## config.mk

```make
export PLATFORM = sky130hd
export DESIGN_NAME = uart_tx_fifo_flat
export DESIGN_NICKNAME = d
export VERILOG_FILES = /design/src/rtl/uart_tx_fifo_if.sv /design/src/rtl/uart_tx_fifo.sv /design/src/flat_wrapper.sv
export SDC_FILE = /design/constraint.sdc
export NUM_CORES = 1
export LEC_CHECK = 0
export CORE_ASPECT_RATIO = 2
export CORE_UTILIZATION = 35
export CTS_CLUSTER_DIAMETER = 30
export DETAILED_ROUTE_END_ITERATION = 10
export HOLD_SLACK_MARGIN = 0.05
export PLACE_DENSITY = 0.58
export SYNTH_ARGS = -nofsm -noshare
export SYNTH_HDL_FRONTEND = slang
export SYNTH_SLANG_ARGS = --single-unit
export TNS_END_PERCENT = 30
```

## constraint.sdc

```tcl
create_clock -name clk -period 3.3 [get_ports clk]
set_clock_uncertainty 0.15 [all_clocks]
set_input_delay 0.66 -clock clk [delete_from_list [all_inputs] [get_ports clk]]
set_output_delay 0.66 -clock clk [all_outputs]
set_load 0.02 [all_outputs]
```

## src/rtl/uart_tx_fifo_if.sv

```systemverilog
// Bus-side and uart_tx-side signals of the buffered UART transmit front-end.
// master drives pushes and uart_tx busy; slave is the FIFO/launcher itself.
interface uart_tx_fifo_if #(
  parameter int DEPTH_LOG2 = 3
);
  logic                  push;
  logic [7:0]            push_data;
  logic                  flush;
  logic                  clear_ovf;
  logic                  tx_busy;
  logic                  tx_start;
  logic [7:0]            tx_data;
  logic [DEPTH_LOG2:0]   level;
  logic                  full;
  logic                  empty;
  logic                  overflow;
  logic                  irq_low;
  logic                  active;

  modport master (
    output push, push_data, flush, clear_ovf, tx_busy,
    input  tx_start, tx_data, level, full, empty, overflow, irq_low, active
  );

  modport slave (
    input  push, push_data, flush, clear_ovf, tx_busy,
    output tx_start, tx_data, level, full, empty, overflow, irq_low, active
  );
endinterface

```

## src/rtl/uart_tx_fifo.sv

```systemverilog
// Buffered UART transmit front-end: bus pushes fill a circular FIFO and a
// small launcher FSM feeds uart_tx one byte at a time.
//
//   state  | meaning
//   IDLE   | waiting for a queued byte and uart_tx not busy
//   LAUNCH | tx_start pulse cycle, byte already popped
//   GUARD  | one cycle for uart_tx's registered busy to rise
//   WAIT   | byte in flight, waiting for tx_busy to fall
module uart_tx_fifo #(
  parameter int DEPTH_LOG2 = 3,
  parameter int LOW_WATER  = 2
) (
  input  logic           clk,
  input  logic           rstn,
  uart_tx_fifo_if.slave  bus
);
  localparam int DEPTH = 1 << DEPTH_LOG2;
  localparam logic [DEPTH_LOG2:0] DEPTH_L = (DEPTH_LOG2 + 1)'(DEPTH);
  localparam logic [DEPTH_LOG2:0] LOW_L   = (DEPTH_LOG2 + 1)'(LOW_WATER);

  typedef enum logic [1:0] {
    IDLE   = 2'd0,
    LAUNCH = 2'd1,
    GUARD  = 2'd2,
    WAIT   = 2'd3
  } state_t;

  state_t                state;
  state_t                state_next;
  logic [7:0]            mem [DEPTH];
  logic [DEPTH_LOG2-1:0] wptr;
  logic [DEPTH_LOG2-1:0] rptr;
  logic [DEPTH_LOG2:0]   level_q;
  logic                  full;
  logic                  empty;
  logic                  push_ok;
  logic                  drop;
  logic                  launch;
  logic                  tx_start_q;
  logic [7:0]            tx_data_q;
  logic                  overflow_q;

  assign full  = (level_q == DEPTH_L);
  assign empty = (level_q == '0);

  // Flush discards a same-cycle push outright, so it never counts as a drop.
  always_comb begin
    push_ok = bus.push && !full && !bus.flush;
    drop    = bus.push && full && !bus.flush;
  end

  always_ff @(posedge clk or negedge rstn) begin
    if (!rstn) begin
      state <= IDLE;
    end else begin
      state <= state_next;
    end
  end

  always_comb begin
    state_next = state;
    launch     = 1'b0;
    case (state)
      IDLE: begin
        if (!empty && !bus.tx_busy && !bus.flush) begin
          launch     = 1'b1;
          state_next = LAUNCH;
        end
      end
      LAUNCH:  state_next = GUARD;
      GUARD:   state_next = WAIT;
      WAIT: begin
        if (!bus.tx_busy) begin
          state_next = IDLE;
        end
      end
      default: state_next = IDLE;
    endcase
  end

  always_ff @(posedge clk) begin
    if (push_ok) begin
      mem[wptr] <= bus.push_data;
    end
  end

  always_ff @(posedge clk or negedge rstn) begin
    if (!rstn) begin
      wptr    <= '0;
      rptr    <= '0;
      level_q <= '0;
    end else if (bus.flush) begin
      wptr    <= '0;
      rptr    <= '0;
      level_q <= '0;
    end else begin
      if (push_ok) begin
        wptr <= wptr + 1'b1;
      end
      if (launch) begin
        rptr <= rptr + 1'b1;
      end
      case ({push_ok, launch})
        2'b10:   level_q <= level_q + 1'b1;
        2'b01:   level_q <= level_q - 1'b1;
        default: level_q <= level_q;
      endcase
    end
  end

  // tx_data is only reloaded on a launch so uart_tx sees a stable byte.
  always_ff @(posedge clk or negedge rstn) begin
    if (!rstn) begin
      tx_start_q <= 1'b0;
      tx_data_q  <= 8'h00;
    end else begin
      tx_start_q <= launch;
      if (launch) begin
        tx_data_q <= mem[rptr];
      end
    end
  end

  always_ff @(posedge clk or negedge rstn) begin
    if (!rstn) begin
      overflow_q <= 1'b0;
    end else if (drop) begin
      overflow_q <= 1'b1;
    end else if (bus.clear_ovf) begin
      overflow_q <= 1'b0;
    end
  end

  assign bus.tx_start = tx_start_q;
  assign bus.tx_data  = tx_data_q;
  assign bus.level    = level_q;
  assign bus.full     = full;
  assign bus.empty    = empty;
  assign bus.overflow = overflow_q;
  assign bus.irq_low  = (level_q <= LOW_L) &&
                        (((state == IDLE) && !bus.tx_busy) || (level_q != '0));
  assign bus.active   = (state != IDLE) || bus.tx_busy;
endmodule

```

## src/flat_wrapper.sv

```systemverilog
// flat-port wrapper written by rule: the top's interface ports become plain ports
module uart_tx_fifo_flat 
#(
  parameter int DEPTH_LOG2 = 3,
  parameter int LOW_WATER  = 2
)
  (clk, rstn, bus_push, bus_push_data, bus_flush, bus_clear_ovf, bus_tx_busy, bus_tx_start, bus_tx_data, bus_level, bus_full, bus_empty, bus_overflow, bus_irq_low, bus_active);
  uart_tx_fifo_if #(.DEPTH_LOG2(DEPTH_LOG2)) bus_i ();
  input  logic clk;
  input  logic rstn;
  input wire logic [$bits(bus_i.push)-1:0] bus_push;
  input wire logic [$bits(bus_i.push_data)-1:0] bus_push_data;
  input wire logic [$bits(bus_i.flush)-1:0] bus_flush;
  input wire logic [$bits(bus_i.clear_ovf)-1:0] bus_clear_ovf;
  input wire logic [$bits(bus_i.tx_busy)-1:0] bus_tx_busy;
  output wire logic [$bits(bus_i.tx_start)-1:0] bus_tx_start;
  output wire logic [$bits(bus_i.tx_data)-1:0] bus_tx_data;
  output wire logic [$bits(bus_i.level)-1:0] bus_level;
  output wire logic [$bits(bus_i.full)-1:0] bus_full;
  output wire logic [$bits(bus_i.empty)-1:0] bus_empty;
  output wire logic [$bits(bus_i.overflow)-1:0] bus_overflow;
  output wire logic [$bits(bus_i.irq_low)-1:0] bus_irq_low;
  output wire logic [$bits(bus_i.active)-1:0] bus_active;
  assign bus_i.push = bus_push;
  assign bus_i.push_data = bus_push_data;
  assign bus_i.flush = bus_flush;
  assign bus_i.clear_ovf = bus_clear_ovf;
  assign bus_i.tx_busy = bus_tx_busy;
  assign bus_tx_start = bus_i.tx_start;
  assign bus_tx_data = bus_i.tx_data;
  assign bus_level = bus_i.level;
  assign bus_full = bus_i.full;
  assign bus_empty = bus_i.empty;
  assign bus_overflow = bus_i.overflow;
  assign bus_irq_low = bus_i.irq_low;
  assign bus_active = bus_i.active;
  uart_tx_fifo #(.DEPTH_LOG2(DEPTH_LOG2), .LOW_WATER(LOW_WATER)) u_core (.clk(clk), .rstn(rstn), .bus(bus_i));
endmodule
```

==> impl_metrics.py <==
metrics = {
    "run_status": {
        "status": "completed",
    },
    "die": {
        "die_y_microns": 146,
        "core_area_sq_mm": 0.0101,
        "fp.dieW_microns": 74.0,
        "die-area_sq_mm": 0.0108,
        "io_pins": 32,
        "start_util_pct": 36.0,
        "rows": 52,
    },
    "timing": {
        "slew_headroom_pct": 49.0,
        "period_needed_ps": 3070,
        "holdWs_ps": 326,
        "finalSetupTns_ps": 0,
        "setup_viol": 0,
        "fmax_ghz": 0.326,
        "hold_viol": 0,
        "finalCritPeriodShare_pct": 93.1,
        "rsz0062_at_grt": "no",
        "slew_viol_final": 0,
        "tightest_slew_ps": 765,
    },
    "yosys": {
        "ys_top_cells_by_area": "edfxtp_1 53%, dfrtp_1 15%, mux4_2 9.9%",
        "synth_edf_count": 64,
        "seq_area_frac_synth_pct": 68.1,
        "avgSynthCellArea_sq_um": 16.4,
        "synth.cell_area_sq_mm": 0.00363,
        "synth_xor_area_share_pct": 1.21,
        "synth_compound_gate_area_share_pct": 5.27,
        "yosysTopAreaCellShare_pct": 52.9,
        "yosys-mux-area-fraction_pct": 13.1,
        "ys_types": 40,
        "synth_seq_cells": 86,
        "yosys.area.top_type": "edfxtp_1",
        "synth_top_family_by_area": "multiplexers",
        "synthAdderAreaFrac_pct": 2.76,
        "syn_inst": 222,
        "synth_simple_gate_area_share_pct": 7.17,
        "synth_nets": 244,
        "ys.flop_type": "edfxtp_1",
        "ys_warn_count": 0,
        "ys_async_sr_fraction_pct": 25.6,
    },
    "placement": {
        "io_buffer_count": 31,
        "dp_hpwl_microns": 4900,
        "place_congestion": 0.839,
    },
    "route": {
        "first_pass_iters": 4,
        "drtIter0Drc": 87,
        "ant_nets": 0,
        "wl_met3_microns": 208,
        "top_layer": "met4",
        "viasPerCell": 4.90,
        "wl_met1_microns": 2520,
        "via_count": 2019,
        "drcViolationCount": 0,
        "met2_length_microns": 4110,
        "wl_microns": 7050,
        "wire_per_inst_microns": 17.1,
    },
    "clocking": {
        "cts_tree": "yes",
        "cts_setup_buffers": 0,
        "cts-buffers-inserted": 9,
        "hold_buffers": 0,
        "clk_pin_slew_worst_paths_ps": 60,
        "h-tree-depth": 3,
        "clkSinkCount": 86,
        "cts_buffer_depth": 2,
        "clk_latency_ps": 340,
        "cts_root_buf": "clkbuf_16",
    },
    "power": {
        "power.share.clock_pct": 33.8,
        "netSwitchingPower_uw": 765,
        "power.internal_mw": 2.04,
        "p_comb_share_pct": 19.5,
        "swShare_pct": 27.2,
        "p_leak_nw": 1.60,
        "irDropWorstVdd_v": 0.000330,
        "power.density_mw_per_mm2": 628,
        "seqPwrFrac_pct": 46.7,
    },
    "grt": {
        "grt_first_pass_wirelength_microns": 11100,
        "grt_overflow": 0,
        "grt_start_max_net_pins": 23,
        "antenna_found_initial": 0,
        "grt_pass1_vias": 2122,
        "grt_usage_pct": 14.8,
    },
    "cells_and_area": {
        "fin_nets": 294,
        "area_delta_synth_final_pct": 23.1,
        "most-common-layout-cells": "64 x edfxtp_1, 30 x clkdlybuf4s50_1, 22 x dfrtp_1, 17 x nand2_1, 17 x buf_4",
        "fill_cells": 915,
        "final_common_cell": "edfxtp_1",
        "final_layout_size_suffix_gt1_share_pct": 20.9,
        "diodes": 0,
    },
    "hold_path": {
        "min_from": "u_core.bus.tx_data[0]$_DFFE_PN0P_",
        "hp-class": "flop to flop",
    },
    "worst_setup_path": {
        "crit_fanout": 11,
        "required_ps": 2490,
        "start_kind": "flop",
        "r2r_slack_ps": 530,
        "arrival_ps": 2260,
        "critPathCaptureType": "output pin",
        "reg2reg_from": "u_core.bus.level[0]$_DFFE_PN0P_",
        "crit_type": "flop to output pin",
        "critPathLaunch": "u_core.bus.level[0]$_DFFE_PN0P_",
    },
    "job": {
        "cap_violations": 0,
    },
}
[metal layers]
layer  up-vias  GRT usage [%]
li1        946              -
met1      1024           14.2
met2        39           27.0
met3        10           2.76
met4         0           10.1
met5         -              0
[cell type report]
class | count | area [sq um] | share of cell area, %
multi-input cells | 119 | 1070 | 24.0
inverters | 8 | 35.0 | 0.784
repair buffers | 48 | 440 | 9.85
flip-flops and latches | 86 | 2470 | 55.3
clock buffers | 9 | 225 | 5.04
well taps | 135 | 169 | 3.78
clock inverters | 7 | 56.3 | 1.26
[worst max-delay path: stages (launching register included)]
cell and delay, ps:
dfrtp_1 500, or4_4 640, inv_1 150, clkdlybuf4s50_1 630
[logic make-up (layout without fill, tap and decap cells)]
logic type / after synthesis / count (layout)
simple gates: 51 / 51
flops: 86 / 86
compound gates: 28 / 28
buf+inv: 17 / 72
mux: 27 / 27
fa+ha+maj: 8 / 8
xor+xnor: 5 / 5
[power by group through the flow]
stage          clock network, mW  logic [mW]  registers (mW)
2_1_floorplan                  0       0.267            1.38
3_3_place_gp                   0       0.551            1.33
3_5_place_dp                   0       0.563            1.34
4_1_cts                    0.966       0.564            1.31
5_1_grt                     1.01       0.605            1.32
6_report                   0.949       0.549            1.31
[Yosys cell counts (3+ instances only)]
master     n
nand2b_1   4
nor3_1     4
nand2_1   17
buf_2      3
o21ai_0   12
nand3_1    4
ha_1       8
nor2_1    14
inv_1      7
mux2i_1    9
a21oi_1    4
dfrtp_1   22
mux4_2    16
xnor2_1    3
edfxtp_1  64
[flip-flops by register name (all words and copies together), names as in the netlist]
register,flops
u_core.wptr,3
u_core.bus.tx_start,1
u_core.mem,64
u_core.bus.overflow,1
u_core.bus.tx_data,8
u_core.bus.level,4
u_core.rptr,3
u_core.state,2
[final timing paths]
kind / endpoint / cells after the start
max: bus_empty / 3
min: u_core.bus.tx_data[0]$_DFFE_PN0P_ / 2
max reg2reg: u_core.bus.level[3]$_DFFE_PN0P_ / 8
min reg2reg: u_core.bus.tx_data[0]$_DFFE_PN0P_ / 2
max in group asynchronous: u_core.bus.tx_data[0]$_DFFE_PN0P_ / 2
min in group asynchronous: u_core.wptr[2]$_DFFE_PN0P_ / 2
[repair_timing]
item,in CTS,in global routing
setup endpoints to repair,0,1
resized for setup,0,1
endpoints found under the hold margin,0,0
[stage by stage]
stage	utilization (%)	setup WS, ps	cell area, sq um	cells	power [mW]
finish	44.3	229	4470	412	2.81
floorplan	-	333	3630	222	1.65
detailed placement	41.5	142	4190	396	1.90
CTS	44.3	133	4470	412	2.84
global placement	41.5	170	4190	396	1.88
global route	44.3	131	4470	412	2.93
(Power assumes the default switching activity.)
